File: config.mk
export PLATFORM = sky130hd
export DESIGN_NAME = if_id_queue
export DESIGN_NICKNAME = d
export VERILOG_FILES = /design/src/rtl/if_id_queue_pkg.sv /design/src/rtl/if_id_queue_mem.sv /design/src/rtl/if_id_queue.sv
export SDC_FILE = /design/constraint.sdc
export NUM_CORES = 1
export LEC_CHECK = 0
export ABC_AREA = 1
export CAP_MARGIN = 5
export CORE_MARGIN = 1.5
export CORE_UTILIZATION = 50
export CTS_CLUSTER_DIAMETER = 120
export DETAILED_ROUTE_END_ITERATION = 8
export DONT_BUFFER_PORTS = 1
export SETUP_SLACK_MARGIN = 0.02
export SLEW_MARGIN = 15
export SYNTH_ARGS = -nofsm -noshare
export SYNTH_HDL_FRONTEND = slang
export SYNTH_SLANG_ARGS = --single-unit
export TNS_END_PERCENT = 30
File: constraint.sdc
create_clock -name clk -period 5 [get_ports clk]
set_input_delay 1 -clock clk [delete_from_list [all_inputs] [get_ports clk]]
set_output_delay 1 -clock clk [all_outputs]
set_load 0.02 [all_outputs]
File: src/rtl/if_id_queue_pkg.sv
// Shared widths, default queue depth and small helpers for the IF/ID instruction queue.
package if_id_queue_pkg;

    localparam int INST_ADDR_BUS  = 32;
    localparam int INST_BUS       = 32;
    localparam int IF_QUEUE_DEPTH = 4;

    localparam logic [31:0] ZERO_WORD = 32'h0000_0000;

    // Encodes {push, pop} so the occupancy update can be a single case.
    typedef enum logic [1:0] {
        Q_IDLE = 2'b00,
        Q_POP  = 2'b01,
        Q_PUSH = 2'b10,
        Q_BOTH = 2'b11
    } q_op_e;

endpackage

File: src/rtl/if_id_queue_mem.sv
// Register array with synchronous write and asynchronous read; data carries no reset.
module if_id_queue_mem #(
    parameter int WIDTH = 64,
    parameter int DEPTH = 4,
    parameter int AW    = $clog2(DEPTH)
) (
    input  logic             clk,
    input  logic             we,
    input  logic [AW-1:0]    waddr,
    input  logic [WIDTH-1:0] wdata,
    input  logic [AW-1:0]    raddr,
    output logic [WIDTH-1:0] rdata
);

    logic [WIDTH-1:0] mem_r [DEPTH];

    // Entry write on accepted push.
    always_ff @(posedge clk) begin
        if (we) begin
            mem_r[waddr] <= wdata;
        end
    end

    assign rdata = mem_r[raddr];

endmodule

File: src/rtl/if_id_queue.sv
// DEPTH-entry circular instruction buffer between IF and ID with flush and global rdy freeze.
module if_id_queue
    import if_id_queue_pkg::*;
#(
    parameter int ADDR_W = INST_ADDR_BUS,
    parameter int INST_W = INST_BUS,
    parameter int DEPTH  = IF_QUEUE_DEPTH
) (
    input  logic                     clk,
    input  logic                     rst,
    input  logic                     rdy,
    input  logic                     flush,
    input  logic                     if_valid,
    input  logic [ADDR_W-1:0]        if_pc,
    input  logic [INST_W-1:0]        if_inst,
    output logic                     if_ready,
    output logic                     id_valid,
    input  logic                     id_ready,
    output logic [ADDR_W-1:0]        id_pc,
    output logic [INST_W-1:0]        id_inst,
    output logic [$clog2(DEPTH):0]   count
);

    localparam int PTR_W = $clog2(DEPTH);
    localparam int CNT_W = PTR_W + 1;
    localparam int ENT_W = ADDR_W + INST_W;

    logic [PTR_W-1:0] wp_r;
    logic [PTR_W-1:0] rp_r;
    logic [CNT_W-1:0] count_r;
    logic             full_s;
    logic             empty_s;
    logic             push_s;
    logic             pop_s;
    q_op_e            op_s;
    logic [ENT_W-1:0] head_s;

    assign full_s   = (count_r == CNT_W'(DEPTH));
    assign empty_s  = (count_r == {CNT_W{1'b0}});
    assign if_ready = rdy && !flush && !full_s;
    assign id_valid = rdy && !empty_s;
    assign push_s   = if_valid && if_ready;
    assign pop_s    = id_valid && id_ready && !flush;
    assign op_s     = q_op_e'({push_s, pop_s});
    assign count    = count_r;

    if_id_queue_mem #(
        .WIDTH (ENT_W),
        .DEPTH (DEPTH),
        .AW    (PTR_W)
    ) u_mem (
        .clk   (clk),
        .we    (push_s),
        .waddr (wp_r),
        .wdata ({if_pc, if_inst}),
        .raddr (rp_r),
        .rdata (head_s)
    );

    // Pointer and occupancy state; flush wins over any concurrent push or pop.
    always_ff @(posedge clk or negedge rst) begin
        if (!rst) begin
            wp_r    <= {PTR_W{1'b0}};
            rp_r    <= {PTR_W{1'b0}};
            count_r <= {CNT_W{1'b0}};
        end else if (rdy) begin
            if (flush) begin
                wp_r    <= {PTR_W{1'b0}};
                rp_r    <= {PTR_W{1'b0}};
                count_r <= {CNT_W{1'b0}};
            end else begin
                case (op_s)
                    Q_PUSH: begin
                        wp_r    <= wp_r + PTR_W'(1);
                        count_r <= count_r + CNT_W'(1);
                    end
                    Q_POP: begin
                        rp_r    <= rp_r + PTR_W'(1);
                        count_r <= count_r - CNT_W'(1);
                    end
                    Q_BOTH: begin
                        wp_r <= wp_r + PTR_W'(1);
                        rp_r <= rp_r + PTR_W'(1);
                    end
                    default: begin
                        wp_r    <= wp_r;
                        rp_r    <= rp_r;
                        count_r <= count_r;
                    end
                endcase
            end
        end
    end

    // Head view for ID; an empty queue presents a zero bubble rather than stale storage.
    always_comb begin
        id_pc   = ADDR_W'(ZERO_WORD);
        id_inst = INST_W'(ZERO_WORD);
        if (empty_s) begin
            id_pc   = ADDR_W'(ZERO_WORD);
            id_inst = INST_W'(ZERO_WORD);
        end else begin
            id_pc   = head_s[ENT_W-1:INST_W];
            id_inst = head_s[INST_W-1:0];
        end
    end

endmodule

* After elaboration in Yosys (flattened, before gate mapping)
Memories as Yosys holds them, arrays and structs flattened. Index checks and enable logic that the tools add are counted.
Cells by class: mux-type cells 10, equal/unequal tests 4, reduce and logical (&&, ||, !) cells 18, $add $sub $neg 4
Operators by type and width (number):
- two-way mux 32 bit | 2
- two-way mux 2 bit | 4
- logical AND 1 bit | 6
- one-hot mux 3 bit (2 select lines) | 1
- AND reduction 2 bit | 3
- adder 2 x 1 -> 2 bit (second input constant) | 2
- == test 2 bit (second input constant) | 2
- nonzero test 2 bit | 2
- OR reduction 2 bit | 2
- adder 3 x 1 -> 3 bit (second input constant) | 1
- == test 3 bit (second input constant) | 1
- zero test 1 bit | 3
- zero test 3 bit | 1
- two-way mux 3 bit | 1
- nonzero test 3 bit | 1
- subtractor 3 x 1 -> 3 bit (second input constant) | 1
- == test 2 x 1 -> 1 bit (second input constant) | 1
- two-way mux 1 bit | 2
Word-level totals: flip-flop bits (word level) 7, memories kept 1, memory bits (writable) 256
Memory list:
- u_mem.mem_r | words 4, bits a word 64, rd ports 1, clocked after Yosys merged registers in 0, write ports 1, line if_id_queue_mem.sv:15 | logic [WIDTH-1:0] mem_r [DEPTH];

* Logic depth before layout (Yosys ltp)
depth after elaboration 9, depth in mapped cells 12, mapped depth without buffers 12

* By module
Synthesis repeated with hierarchy kept, for this count alone.
Second synthesis, totals: cell total of the unflattened synthesis 1208, area total of the unflattened synthesis 11740.0 sq um
Modules (own cells, without submodules):
- if_id_queue_mem | instances 1, area an instance 10761.6 sq um, cells an instance 1010
- if_id_queue | instances 1, area an instance 978.4 sq um, cells an instance 198

* Worst setup path after synthesis
No wires, ideal clock.
path kind input to register, from in rdy, to mem u_mem.mem_r[0][0] (enable), buffers on the path 0, cell stages on the path 4, slack 0.548 ns, data arrival time 3.966 ns, cell sequence inv_2 -> nor2_4 -> nand3_2 -> nor2_1
On the way: cells in the longest elaborated chain, start to end 5
RTL lines:
- from (decl) | line if_id_queue.sv:11 | input logic rdy,
- logical AND 1 bit (2 in series) | line if_id_queue.sv:40 | assign if_ready = rdy && !flush && !full_s;
- logical AND 1 bit | line if_id_queue.sv:42 | assign push_s = if_valid && if_ready;
- two-way mux 1 bit | line if_id_queue_mem.sv:19 | if (we) begin
- two-way mux 1 bit (not written as such) | line if_id_queue_mem.sv:20 | mem_r[waddr] <= wdata;
- to (decl) | line if_id_queue_mem.sv:15
Every way passes these cells.

* Worst setup path after layout
from reg rp_r[0], to out id_inst[8]
On the way: cells in the longest elaborated chain, start to end 2
RTL lines:
- from (decl) | line if_id_queue.sv:29 | logic [PTR_W-1:0] rp_r;
- from (signal assigned) | line if_id_queue.sv:64 | rp_r <= {PTR_W{1'b0}};
- from (signal assigned) | line if_id_queue.sv:69 | rp_r <= {PTR_W{1'b0}};
- from (signal assigned) | line if_id_queue.sv:78 | rp_r <= rp_r + PTR_W'(1);
- memory (4 x 64 bit)
- two-way mux 32 bit | line if_id_queue.sv:99 | if (empty_s) begin
- to (decl) | line if_id_queue.sv:20 | output logic [INST_W-1:0] id_inst,
Every way passes these cells.

==> summary.txt <==
Outcome
  • Status: complete, no violations

STA
  • Clock Skew: 0.0120 ns
  • Period utilisation layout: 0.809
  • Worst-Margin Slew: 0.991 ns
  • Slew margin rel.: 0.338
  • Min Tclk post-route: 4.05 ns
  • Final Hold Viols: 0
  • Slew Viols, Final: 0
  • Final setup viols: 0
  • Peak Freq: 247 MHz
  • Setup tns final: 0 ns
  • RSZ-0062 raised after global routing: false

Worst setup path
  • FF-to-FF path depth: 12
  • Required time worst endpoint: 4.00 ns
  • Slowest cell on crit path: dfrtp_4
  • CP bufs+invs: 1
  • Crit path DAT: 3.05 ns
  • Cell count along the critical path: 5
  • Worst Path Max Fanout: 82
  • Most used cell, CP: nor2_1
  • Crit. End Element: output port
  • CP Class: reg -> out
  • Crit path max-delay family: flip-flops
  • Critical-path cell list: buf_4 > nor2_1 > nor2_1 > o21ai_0 > a21oi_1
  • Worst stage delay on the critical path: 0.78 ns
  • Startpoint Class: flip-flop

Clock network
  • Clk_lat worst skew: 0.52 ns
  • H-Tree Level Count: 1
  • Clock root cell: clkbuf_16
  • CTS tree: built
  • CTS buffer count: 26
  • Hold_buf cts: 0
  • CTS max path bufs: 3
  • Post-CTS Repair Setup Buffers: 0
  • CTS clock-pin slew for the worst setup and hold paths: 0.06 ns
  • Clock sinks: 263
  • # resized after CTS: 0

Route
  • DR vias: 6072
  • Residual DRC: 0
  • DR pass1 iterations: 4
  • Total wire length: 21200 um
  • 1st-iter DRT viols: 496
  • Vias per cell: 5.50
  • Final ANT Viol Nets: 0
  • WL per Instance: 19.2 um

Floorplan
  • Placement Rows: 52
  • Die width: 147 um
  • Core Region: 20300 um2
  • I/O pins: 139
  • Die H: 147 um
  • Die ar.: 21700 um2
  • Starting density of the core: 0.512

Synthesis
  • Post-Syn Area: 10400 um2
  • Seq/Total Area, Yosys: 0.757
  • Synth warn: 0
  • Yosys cell types: 22
  • Post-Syn Nets: 901
  • Mean post-synth cell area: 12.6 um2
  • Seq cells post-synth: 263
  • Cells after Synth: 826

Placed design
  • Routability cong.: 0.778
  • Buffers on Ports: 0
  • Post-DP HPWL: 11700 um

Power and ir drop
  • Power density over the cells: 526 nW/um2
  • Maximum VDD drop: 339 uV
  • Leak: 0.00378 uW
  • Total power: 6010 uW

Cells and area
  • Share of layout cells above drive strength 1: 0.0791
  • Most common cell after layout, fill and taps aside: nor2_1
  • # diodes: 0
  • # fillers: 1643
  • Synth-to-layout area growth: 9.98%
  • NumNets Final: 891
  • Most frequent cells in the layout: 258 x nor2_1, 256 x edfxtp_1, 88 x o21ai_1

Run
  • Max cap viols: 0

Global route
  • Initial antenna violation count: 0
  • Global-route wire length before repair: 32900 um
  • Gr ovfl total: 0
  • GR Util All Layers: 0.198
  • Largest net degree at the start of global routing: 83
  • Vias in the first global route: 6053

Worst hold path
  • Hold crit path type: in -> async
layer usage:
metal	vias up	track usage	wire (um)
met5	-	0	0
li1	2883	-	-
met4	0	0.0555	424
met2	210	0.349	10500
met1	2938	0.234	8200
met3	41	0.0621	2000
layout make-up:
class                      instances  area (um2)  share of cell area
tap                              270         338              0.0296
multi-input combinational        496        2220               0.194
clock buffer                      28         679              0.0594
sequential                       263        7870               0.688
inverter                          17        66.3             0.00580
timing repair buffer              12         115              0.0101
clock inverter                    18         141              0.0124
worst register-to-register path, cell delays in order (launching register included):
cell and delay [ns]:
dfrtp_1 0.50, nor2_1 0.18, nand2_1 0.10, inv_2 0.71, nor2_2 0.09, nand2_1 0.15, inv_2 0.06, fa_1 0.38
xnor2_1 0.23, nand2_1 0.10, o21ai_1 0.08, inv_1 0.05, nand2_1 0.06
cell families (layout without fill, tap and decap cells):
logic type      Yosys count  after routing  synth area share
buf+inv                  67             75            0.0325
xor+xnor                  1              1          0.000843
compound gates          199            199            0.0958
fa+ha+maj                 5              5           0.00674
simple gates            291            291             0.107
flops                   263            263             0.757
Yosys cell counts:
| master | number | area share |
|---|---|---|
| edfxtp_1 | 256 | 0.74 |
| buf_2 | 21 | 0.010 |
| clkbuf_2 | 9 | 0.0043 |
| nor2_4 | 1 | 0.0011 |
| buf_4 | 11 | 0.0079 |
| o21ai_0 | 45 | 0.022 |
| o21ai_1 | 88 | 0.042 |
| nor2_1 | 262 | 0.095 |
| nand3_1 | 4 | 0.0019 |
| fa_1 | 1 | 0.0019 |
| xnor2_1 | 1 | 0.00084 |
| buf_1 | 2 | 0.00072 |
| inv_1 | 14 | 0.0051 |
| buf_6 | 1 | 0.0011 |
| a21oi_1 | 66 | 0.032 |
| nand3_2 | 1 | 0.00096 |
| clkbuf_1 | 6 | 0.0022 |
| dfrtp_1 | 7 | 0.017 |
| nand2_1 | 21 | 0.0076 |
| inv_2 | 3 | 0.0011 |
| ha_1 | 4 | 0.0048 |
| nor2_2 | 2 | 0.0012 |
through the flow:
stage | util | instance area (um2) | instances | setup slack (ns) | hold WS, ns
3_5_place_dp | 0.523 | 10600 | 1058 | 1.52 | 0.640
5_1_grt | 0.563 | 11400 | 1104 | 0.752 | 0.143
3_3_place_gp | 0.523 | 10600 | 1058 | 1.58 | 0.606
4_1_cts | 0.563 | 11400 | 1104 | 0.947 | 0.144
2_1_floorplan | - | 10400 | 826 | 0.548 | 0.580
6_report | 0.563 | 11400 | 1104 | 0.954 | 0.168
registers in the layout, indices dropped and copies added (netlist names):
name,count
u_mem.mem_r,256
wp_r,2
rp_r,2
count,3
final timing paths:
path                       slack (ns)                  to     start
setup / recovery                 0.95          id_inst[8]   rp_r[0]
hold / removal                   0.17            count[2]       rst
setup reg to reg                 2.26            count[2]  count[1]
hold reg to reg                  0.65             wp_r[0]   wp_r[0]
max in group asynchronous        4.75             rp_r[1]       rst
min in group clk                 0.57  u_mem.mem_r[0][34]  if_pc[2]
where the power goes:
| part | leakage (uW) | switching [uW] | internal (uW) | total (uW) |
|---|---|---|---|---|
| Clock | 0.000403 | 769 | 1080 | 1850 |
| Sequential | 0.00240 | 77.8 | 2520 | 2600 |
| Combinational | 0.000980 | 1260 | 302 | 1560 |
| Total | 0.00378 | 2110 | 3900 | 6010 |
Note: power is estimated with default switching activity, not from simulation.
